===== config.mk =====
export PLATFORM = sky130hd
export DESIGN_NAME = sfx_player
export DESIGN_NICKNAME = d
export VERILOG_FILES = /design/src/rtl/sfx_pkg.sv /design/src/rtl/sfx_tone_gen.sv /design/src/rtl/sfx_player.sv
export SDC_FILE = /design/constraint.sdc
export NUM_CORES = 1
export LEC_CHECK = 0
export BUFFER_PORTS_ARGS = -buffer_cell sky130_fd_sc_hd__buf_2
export CAP_MARGIN = 20
export CORE_MARGIN = 10
export CORE_UTILIZATION = 45
export DETAILED_ROUTE_END_ITERATION = 8
export PLACE_DENSITY = 0.79
export SYNTH_ARGS = -nofsm -noshare
export SYNTH_HDL_FRONTEND = slang
export SYNTH_HIERARCHICAL = 1
export SYNTH_SLANG_ARGS = --single-unit
export TNS_END_PERCENT = 20

===== constraint.sdc =====
create_clock -name clk -period 7.56 [get_ports clk]
set_clock_uncertainty 0.2 [all_clocks]
set_input_delay 1.134 -clock clk [delete_from_list [all_inputs] [get_ports clk]]
set_output_delay 1.134 -clock clk [all_outputs]
set_load 0.02 [all_outputs]

===== src/rtl/sfx_pkg.sv =====
// Shared types and helpers for the pong sound-effect player.
// Pong effect presets live here so the board top can wire them into sfx_player.
package sfx_pkg;

   typedef enum logic [0:0] {
      IDLE = 1'b0,
      PLAY = 1'b1
   } state_e;

   typedef struct packed {
      logic       vld;
      logic [7:0] idx;
   } prio_t;

   localparam int unsigned HIT_HP    = 32'd12499;
   localparam int unsigned HIT_DUR   = 32'd2_500_000;
   localparam int unsigned WALL_HP   = 32'd24999;
   localparam int unsigned WALL_DUR  = 32'd2_500_000;
   localparam int unsigned SCORE_HP  = 32'd49999;
   localparam int unsigned SCORE_DUR = 32'd5_000_000;

   // Lowest set bit wins; index 0 is the highest priority.
   function automatic prio_t prio_sel(input logic [31:0] req);
      prio_t r;
      r.vld = 1'b0;
      r.idx = 8'd0;
      for (int i = 31; i >= 0; i--) begin
         if (req[i]) begin
            r.vld = 1'b1;
            r.idx = 8'(i);
         end
      end
      return r;
   endfunction

endpackage


===== src/rtl/sfx_tone_gen.sv =====
// Square-wave generator: latches a half-period on load and toggles the wave
// every hp+1 cycles while run is high.
module sfx_tone_gen
   import sfx_pkg::*;
#(
   parameter int HP_W = 16
) (
   input  logic            clk,
   input  logic            rst,
   input  logic            load_i,
   input  logic [HP_W-1:0] hp_in_i,
   input  logic            run_i,
   output logic            wave_o
);

   logic [HP_W-1:0] hp_q, hp_d;
   logic [HP_W-1:0] tone_cnt_q, tone_cnt_d;
   logic            wave_q, wave_d;

   // Next-state: load restarts the phase, run advances it.
   always_comb begin
      hp_d       = hp_q;
      tone_cnt_d = tone_cnt_q;
      wave_d     = wave_q;
      if (load_i) begin
         hp_d       = hp_in_i;
         tone_cnt_d = {HP_W{1'b0}};
         wave_d     = 1'b0;
      end else if (run_i) begin
         if (tone_cnt_q == hp_q) begin
            tone_cnt_d = {HP_W{1'b0}};
            wave_d     = ~wave_q;
         end else begin
            tone_cnt_d = tone_cnt_q + HP_W'(1);
         end
      end else begin
         wave_d = wave_q;
      end
   end

   // State registers.
   always_ff @(posedge clk) begin
      if (rst) begin
         hp_q       <= {HP_W{1'b0}};
         tone_cnt_q <= {HP_W{1'b0}};
         wave_q     <= 1'b0;
      end else begin
         hp_q       <= hp_d;
         tone_cnt_q <= tone_cnt_d;
         wave_q     <= wave_d;
      end
   end

   assign wave_o = wave_q;

endmodule


===== src/rtl/sfx_player.sv =====
// Multi-effect square-wave player with fixed-priority preemption.
// Define SFX_QUEUE_EN to add a one-deep pending slot for lower-priority triggers.
module sfx_player
   import sfx_pkg::*;
#(
   parameter int NUM_FX = 4,
   parameter int HP_W   = 16,
   parameter int DUR_W  = 23,
   parameter int ID_W   = 2
) (
   input  logic                    clk,
   input  logic                    rst,
   input  logic [NUM_FX-1:0]       trig_i,
   input  logic [NUM_FX*HP_W-1:0]  half_period_i,
   input  logic [NUM_FX*DUR_W-1:0] duration_i,
   output logic                    aud_pwm_o,
   output logic                    aud_sd_o,
   output logic                    busy_o,
   output logic [ID_W-1:0]         active_id_o,
   output logic                    done_o
);

   state_e            state_q, state_d;
   logic [NUM_FX-1:0] trig_q;
   logic [DUR_W-1:0]  dur_cnt_q, dur_cnt_d;
   logic [ID_W-1:0]   active_id_q, active_id_d;
   logic              done_q, done_d;

   logic [NUM_FX-1:0] edge_s;
   prio_t             sel_s;
   logic              expire_s;
   logic              start_s;
   logic [7:0]        start_idx_s;
   logic [HP_W-1:0]   hp_sel_s;
   logic [DUR_W-1:0]  dur_sel_s;
   logic              busy_s;
   logic              wave_s;

`ifdef SFX_QUEUE_EN
   logic              pend_vld_q, pend_vld_d;
   logic [ID_W-1:0]   pend_id_q, pend_id_d;
`endif

   // Edge detect, arbitration and start decision.
   always_comb begin
      edge_s      = trig_i & ~trig_q;
      sel_s       = prio_sel(32'(edge_s));
      expire_s    = (state_q == PLAY) && (dur_cnt_q == DUR_W'(1));
      start_s     = 1'b0;
      start_idx_s = sel_s.idx;
`ifdef SFX_QUEUE_EN
      pend_vld_d  = pend_vld_q;
      pend_id_d   = pend_id_q;
`endif
      // A finished tone accepts any trigger; a running one only equal-or-higher priority.
      if (sel_s.vld && ((state_q == IDLE) || expire_s || (sel_s.idx <= 8'(active_id_q)))) begin
         start_s = 1'b1;
      end
`ifdef SFX_QUEUE_EN
      else if (sel_s.vld) begin
         if (!pend_vld_q || (sel_s.idx < 8'(pend_id_q))) begin
            pend_vld_d = 1'b1;
            pend_id_d  = ID_W'(sel_s.idx);
         end else begin
            pend_vld_d = pend_vld_q;
         end
      end else if (expire_s && pend_vld_q) begin
         start_s     = 1'b1;
         start_idx_s = 8'(pend_id_q);
         pend_vld_d  = 1'b0;
      end
`endif
      else begin
         start_s = 1'b0;
      end
      hp_sel_s  = half_period_i[start_idx_s*HP_W +: HP_W];
      dur_sel_s = duration_i[start_idx_s*DUR_W +: DUR_W];
   end

   // Next-state for the IDLE/PLAY controller and duration counter.
   always_comb begin
      state_d     = state_q;
      dur_cnt_d   = dur_cnt_q;
      active_id_d = active_id_q;
      done_d      = 1'b0;
      case (state_q)
         IDLE: begin
            if (start_s) begin
               state_d = PLAY;
            end else begin
               state_d = IDLE;
            end
         end
         PLAY: begin
            done_d    = expire_s;
            dur_cnt_d = dur_cnt_q - DUR_W'(1);
            if (start_s) begin
               state_d = PLAY;
            end else if (expire_s) begin
               state_d = IDLE;
            end else begin
               state_d = PLAY;
            end
         end
         default: begin
            state_d = IDLE;
         end
      endcase
      if (start_s) begin
         dur_cnt_d   = (dur_sel_s == {DUR_W{1'b0}}) ? DUR_W'(1) : dur_sel_s;
         active_id_d = ID_W'(start_idx_s);
      end else begin
         active_id_d = active_id_q;
      end
   end

   // Controller registers.
   always_ff @(posedge clk) begin
      if (rst) begin
         state_q     <= IDLE;
         trig_q      <= {NUM_FX{1'b0}};
         dur_cnt_q   <= {DUR_W{1'b0}};
         active_id_q <= {ID_W{1'b0}};
         done_q      <= 1'b0;
      end else begin
         state_q     <= state_d;
         trig_q      <= trig_i;
         dur_cnt_q   <= dur_cnt_d;
         active_id_q <= active_id_d;
         done_q      <= done_d;
      end
   end

`ifdef SFX_QUEUE_EN
   // Pending-slot registers.
   always_ff @(posedge clk) begin
      if (rst) begin
         pend_vld_q <= 1'b0;
         pend_id_q  <= {ID_W{1'b0}};
      end else begin
         pend_vld_q <= pend_vld_d;
         pend_id_q  <= pend_id_d;
      end
   end
`endif

   assign busy_s = (state_q == PLAY);

   sfx_tone_gen #(
      .HP_W (HP_W)
   ) u_tone (
      .clk     (clk),
      .rst     (rst),
      .load_i  (start_s),
      .hp_in_i (hp_sel_s),
      .run_i   (busy_s),
      .wave_o  (wave_s)
   );

   assign aud_pwm_o   = wave_s & busy_s;
   assign aud_sd_o    = busy_s;
   assign busy_o      = busy_s;
   assign active_id_o = active_id_q;
   assign done_o      = done_q;

endmodule


==> results of run 1 <==
-- sequential cells by signal (all words and copies together), names as in the netlist --
| register | count |
|---|---|
| dur_cnt_q | 23 |
| u_tone/hp_q | 16 |
| u_tone/tone_cnt_q | 16 |
| trig_q | 4 |
| active_id_o | 2 |
| aud_sd_o | 1 |
| done_o | 1 |
| u_tone/wave_o | 1 |
-- per-stage QoR --
stage / power [uW] / cells / hold slack, ps / worst slack (ps) / area [um2]
after floorplan: 686 / 642 / 232 / 3170 / 4650
after global placement: 790 / 909 / 249 / 1650 / 5510
after detailed placement: 794 / 909 / 253 / 1550 / 5510
after CTS: 1170 / 925 / 262 / 1860 / 5760
after global routing: 1240 / 926 / 293 / 1440 / 5770
final: 1170 / 926 / 263 / 1830 / 5770
-- logic make-up (layout without fill, tap and decap cells) --
family                     after synthesis  count (layout)  synth area share, %
buffers and inverters                   53             201                 5.17
xor gates and xnor gates                33              33                 6.38
AOI/OAI and AO/OA                      139             139                 20.1
muxes                                   32              32                 7.11
adders and majority gates                5               5                 1.35
DFF                                     64              64                 27.6
and+or+nand+nor                        316             316                 32.3
-- synthesized netlist by cell type, types with 12 or more instances --
master / instances
a21oi_1: 33
a31oi_1: 24
buf_2: 12
clkbuf_1: 22
dfxtp_1: 64
mux2i_1: 24
nand2_1: 126
nand4_1: 20
nor2_1: 79
nor3_1: 17
nor4_1: 17
o21ai_0: 15
o21ai_1: 14
xor2_1: 26
-- power by group through the flow --
stage	Clock, uW	Combinational, uW	Sequential [uW]
5_1_grt	391	425	420
3_5_place_dp	0	372	421
4_1_cts	376	376	414
6_report	376	382	415
2_1_floorplan	0	272	414
3_3_place_gp	0	369	421
-- routing by layer --
layer,GRT usage (%),up-vias
li1,-,2595
met1,27.7,2404
met2,31.0,227
met3,4.86,11
met4,4.62,0
met5,0,-
-- worst max-delay path by stage --
| stage | startpoint | end |
|---|---|---|
| floorplan | trig_i[3] | u_tone/hp_q[0]$_SDFFE_PP0P_ |
| CTS | trig_i[3] | dur_cnt_q[22]$_SDFFE_PP0P_ |
| global placement | trig_i[3] | dur_cnt_q[22]$_SDFFE_PP0P_ |
| global route | trig_i[3] | u_tone/tone_cnt_q[0]$_SDFFE_PP0P_ |
| finish | trig_i[3] | dur_cnt_q[22]$_SDFFE_PP0P_ |
| detailed placement | trig_i[3] | dur_cnt_q[22]$_SDFFE_PP0P_ |
-- worst max-delay path: stages --
cell       delay [ps]
buf_2              90
nor2b_1           540
nand2_1           280
a21oi_4           200
buf_4             430
inv_2             420
ha_1              330
nor2b_1           130
a2bb2oi_1         200
o211ai_2          150
nand2_2           600
inv_2             540
or3_1             490
o21ai_1            90
a211oi_1           90
-- layout make-up --
cell class | instances | share of cell area (%)
Clock buffer | 10 | 2.38
Clock inverter | 6 | 2.02
Inverter | 12 | 0.780
Multi-Input combinational cell | 525 | 54.3
Sequential cell | 64 | 22.2
Tap cell | 136 | 2.95
Timing Repair Buffer | 173 | 15.3
==> flow_metrics.tcl, run 1 <==
set metrics [dict create \
    status "complete, no violations" \
    drc 0 \
    synth_area_leaders "dfxtp_1, nand2_1, nor2_1" \
    die_w_um 122 \
    final.period_utilization_pct 75.8 \
    seq_power_share_pct 35.4 \
    die_h_um 122 \
    synth_ff_type "dfxtp_1" \
    switching_share_pct 34.9 \
    n_antenna_cell 0 \
    cts_htree_levels 3 \
    cts_setup_buffers 0 \
    postCtsResizedCells 0 \
    cap_violations 0 \
    holdPathStages 2 \
    synth_area_mm2 0.00465 \
    wirelength_mm 15.5 \
    syn_nets 809 \
    r2r_setup_slack_ps 2400 \
    r2r-end "dur_cnt_q[22]$_SDFFE_PP0P_" \
    syn_inst 642 \
    routed-wl-met2_mm 7.02 \
    gp_congestion 0.934 \
    numClockSinks 64 \
    most-common-layout-cells "buf_2, nand2_1, nor2_1, dfxtp_1, a21oi_1" \
    fin_util_pct 56.7 \
    end_kind "register" \
    rr_worst_depth 14 \
    ant_nets 0 \
    min_period_ps 5730 \
    clkLatencyLatePin_ps 350 \
    hold_violations 0 \
    wl_met3_mm 1.27 \
    max-vdd-ir-drop_mv 0.114 \
    required_ps 7560 \
    antenna_found_initial 0 \
    hold_buffers 0 \
    syn_to_final_growth_pct 24.2 \
    max_freq_ghz 0.174 \
    root_buffer "clkbuf_8" \
    final.setup.tns_ps 0 \
    clkSlewWorstSetupHoldPaths_ps 80 \
    p_clk_share_pct 32.1 \
    holdPathEnd "dur_cnt_q[19]$_SDFFE_PP0P_" \
    critPathKind "primary input to register" \
    core-area_mm2 0.0102 \
    min_path_type "register to register" \
    multi_input_area_mm2 0.00314 \
    power.leakage_uw 0.00260 \
    rows 37 \
    grt_pass1_vias 4879 \
    rsz0062_at_grt "no" \
    cts_buffers 9 \
    synth-seq-cells 64 \
    synth-warning-count 6 \
    top_layer_used "met4" \
    grt_remaining_overflow 0 \
    drive_gt1_share_pct 28.2 \
    wl_per_cell_um 16.8 \
    worstMarginPinSlew_ps 1060 \
    power.switching_uw 410 \
    cp-start-kind "primary input" \
    dr.pass1.iters 6 \
    io_pins 168 \
    layout.nets 952 \
    clockBufferDepth 2 \
    place_hpwl_mm 11.7 \
    slew_headroom_pct 29.4 \
    internal_power_uw 763 \
    synth.largest_area_cell "dfxtp_1" \
    die_area_mm2 0.0148 \
    wl_met1_mm 7.11 \
    first_iter_violations 558 \
    synth_top_area_share_pct 27.6 \
    vias 5237 \
    cts_tree "built" \
    grt_max_degree 50 \
    fill_cells 1002 \
    seqCellArea_mm2 0.00128 \
    finalMaxSlewViolations 0 \
    grt.total_usage_pct 20.1 \
    syn_avg_cell_area_um2 7.24 \
    via_per_inst 5.66 \
    powerDensity_mw_per_mm2 203 \
    port_buffers 167 \
    initial_core_util_pct 45.6 \
    pwr-share-comb_pct 32.6 \
    crit_fanout 45 \
    hp-start "dur_cnt_q[19]$_SDFFE_PP0P_" \
    synth-edff-count 0 \
    grt_pass1_wl_mm 24.5 \
    worstPathArrival_ps 5730 \
    ys_types 66 \
    seq_area_frac_synth_pct 27.6 \
    finalSetupViolations 0 \
    async_reset_ff_share_pct 0 \
    layout_commonest_cell "buf_2" \
    r2r-start "trig_q[3]$_SDFF_PP0_" \
]
No activity file was read; power rests on OpenSTA's default activity.
==> inputs of run 2 (changes only) <==
PLACE_DENSITY = 0.81   (was 0.79)
clock period = 4.7 ns   (was 7.56 ns; I/O delays follow)
==> flow_metrics.tcl, run 2 (synthesis results as in run 1) <==
set metrics [dict create \
    rows 37 \
    clkLatencyLatePin_ps 350 \
    wirelength_mm 15.9 \
    port_buffers 167 \
    seqCellArea_mm2 0.00128 \
    rsz0062_at_grt "no" \
    cts_htree_levels 3 \
    cts_tree "built" \
    largest_reg_flops 23 \
    holdPathEnd "dur_cnt_q[19]$_SDFFE_PP0P_" \
    numClockSinks 64 \
    r2r-start "trig_q[3]$_SDFF_PP0_" \
    cp-start-kind "primary input" \
    grt_pass1_wl_mm 25.1 \
    critPathKind "primary input to register" \
    slew_headroom_pct 37.4 \
    final.period_utilization_pct 79.4 \
    die_area_mm2 0.0148 \
    dr.pass1.iters 8 \
    crit_fanout 39 \
    finalMaxSlewViolations 0 \
    top_regs "dur_cnt_q: 23 flops, u_tone/hp_q: 16 flops, u_tone/tone_cnt_q: 16 flops" \
    place_hpwl_mm 12.1 \
    layout_commonest_cell "buf_2" \
    layout.nets 954 \
    status "complete, no violations" \
    finalSetupViolations 0 \
    power.leakage_uw 0.00259 \
    worstMarginPinSlew_ps 939 \
    n_antenna_cell 0 \
    final.setup.tns_ps 0 \
    end_kind "register" \
    hold_buffers 0 \
    grt.total_usage_pct 20.6 \
    first_iter_violations 522 \
    drive_gt1_share_pct 28.3 \
    hold_violations 0 \
    worstPathArrival_ps 3810 \
    max_freq_ghz 0.268 \
    fin_cells 928 \
    r2r_setup_slack_ps 1110 \
    holdPathStages 2 \
    io_pins 168 \
    fill_cells 991 \
    required_ps 4780 \
    cap_violations 0 \
    root_buffer "clkbuf_8" \
    hp-start "dur_cnt_q[19]$_SDFFE_PP0P_" \
    top_register "dur_cnt_q" \
    powerDensity_mw_per_mm2 318 \
    grt_max_degree 50 \
    die_h_um 122 \
    place.detailed.instances 912 \
    grt_pass1_vias 4989 \
    gp_congestion 0.943 \
    clkSlewWorstSetupHoldPaths_ps 80 \
    most-common-layout-cells "buf_2, nand2_1, nor2_1, dfxtp_1, a21oi_1" \
    max-vdd-ir-drop_mv 0.161 \
    grt_remaining_overflow 0 \
    clockBufferDepth 2 \
    via_per_inst 5.67 \
    cts_setup_buffers 0 \
    min_period_ps 3730 \
    die_w_um 122 \
    initial_core_util_pct 45.6 \
    syn_to_final_growth_pct 23.7 \
    antenna_found_initial 0 \
    vias 5263 \
    min_path_type "register to register" \
    cts_buffers 9 \
    core-area_mm2 0.0102 \
    r2r-end "u_tone/tone_cnt_q[11]$_SDFFE_PP0P_" \
    multi_input_area_mm2 0.00314 \
    rr_worst_depth 13 \
    drc 0 \
    ant_nets 0 \
    wl_per_cell_um 17.1 \
    postCtsResizedCells 0 \
]
[run 2: cell types whose count changed in the layout (fill, tap and decap cells not counted), sizes merged]
cell / before / now
clkinvlp: 0 / 2
clkbuf: 10 / 11
clkinv: 3 / 1
buf: 173 / 175
bufinv: 3 / 2
[run 2: where the power goes]
part           leakage [uW]  internal, uW  total (uW)  switching (uW)
clock              0.000106           312         536             223
sequential         0.000527           602         670            68.7
combinational       0.00196           260         620             361
total               0.00259          1170        1830             653
[run 2: final cells by class]
cell class / count / area share [%]
clock buffer: 11 / 2.46
clock inverter: 5 / 1.39
tap: 136 / 2.96
timing repair buffer: 175 / 15.6
multi-input combinational: 525 / 54.5
inverter: 12 / 0.783
sequential: 64 / 22.3
[run 2: critical path: stages]
cell and delay (ps):
buf_2 90, nor2b_1 550, nand2_1 290, a21oi_4 220, inv_2 50, ha_1 180
nor2b_1 130, a2bb2oi_1 230, o211ai_2 180, nand2_2 140, inv_2 300, nor2_1 270
o21ai_2 260, nor2_2 190
[run 2: routing by layer]
metal  vias up  global-route usage, %  part of all wire [%]  wire length (um)
met5         -                      0                     0                 0
met4         0                   4.92                   1.5               232
met3        24                   6.71                   9.6              1530
met2       267                   31.0                    44              6910
met1      2369                   27.8                    45              7200
li1       2603                      -                     -                 -
[run 2: how the worst max path moves through the flow]
stage	start	end	slack, ps	cells past startpoint
after floorplan	trig_i[3]	u_tone/hp_q[0]$_SDFFE_PP0P_	740	16
after global placement	trig_i[3]	u_tone/tone_cnt_q[2]$_SDFFE_PP0P_	790	13
after detailed placement	trig_i[3]	u_tone/tone_cnt_q[0]$_SDFFE_PP0P_	670	13
after CTS	trig_i[3]	u_tone/tone_cnt_q[10]$_SDFFE_PP0P_	1010	13
after global routing	trig_i[3]	u_tone/tone_cnt_q[10]$_SDFFE_PP0P_	710	14
final	trig_i[3]	u_tone/tone_cnt_q[11]$_SDFFE_PP0P_	970	14
[run 2: per-stage QoR]
stage	hold slack (ps)	power, uW	util, %	instance area [um2]	worst slack [ps]
floorplan	232	1100	-	4650	742
global placement	246	1280	54.3	5530	792
detailed placement	253	1290	54.3	5530	671
CTS	268	1820	56.5	5750	1010
global route	292	1930	56.5	5750	706
finish	273	1830	56.5	5750	967
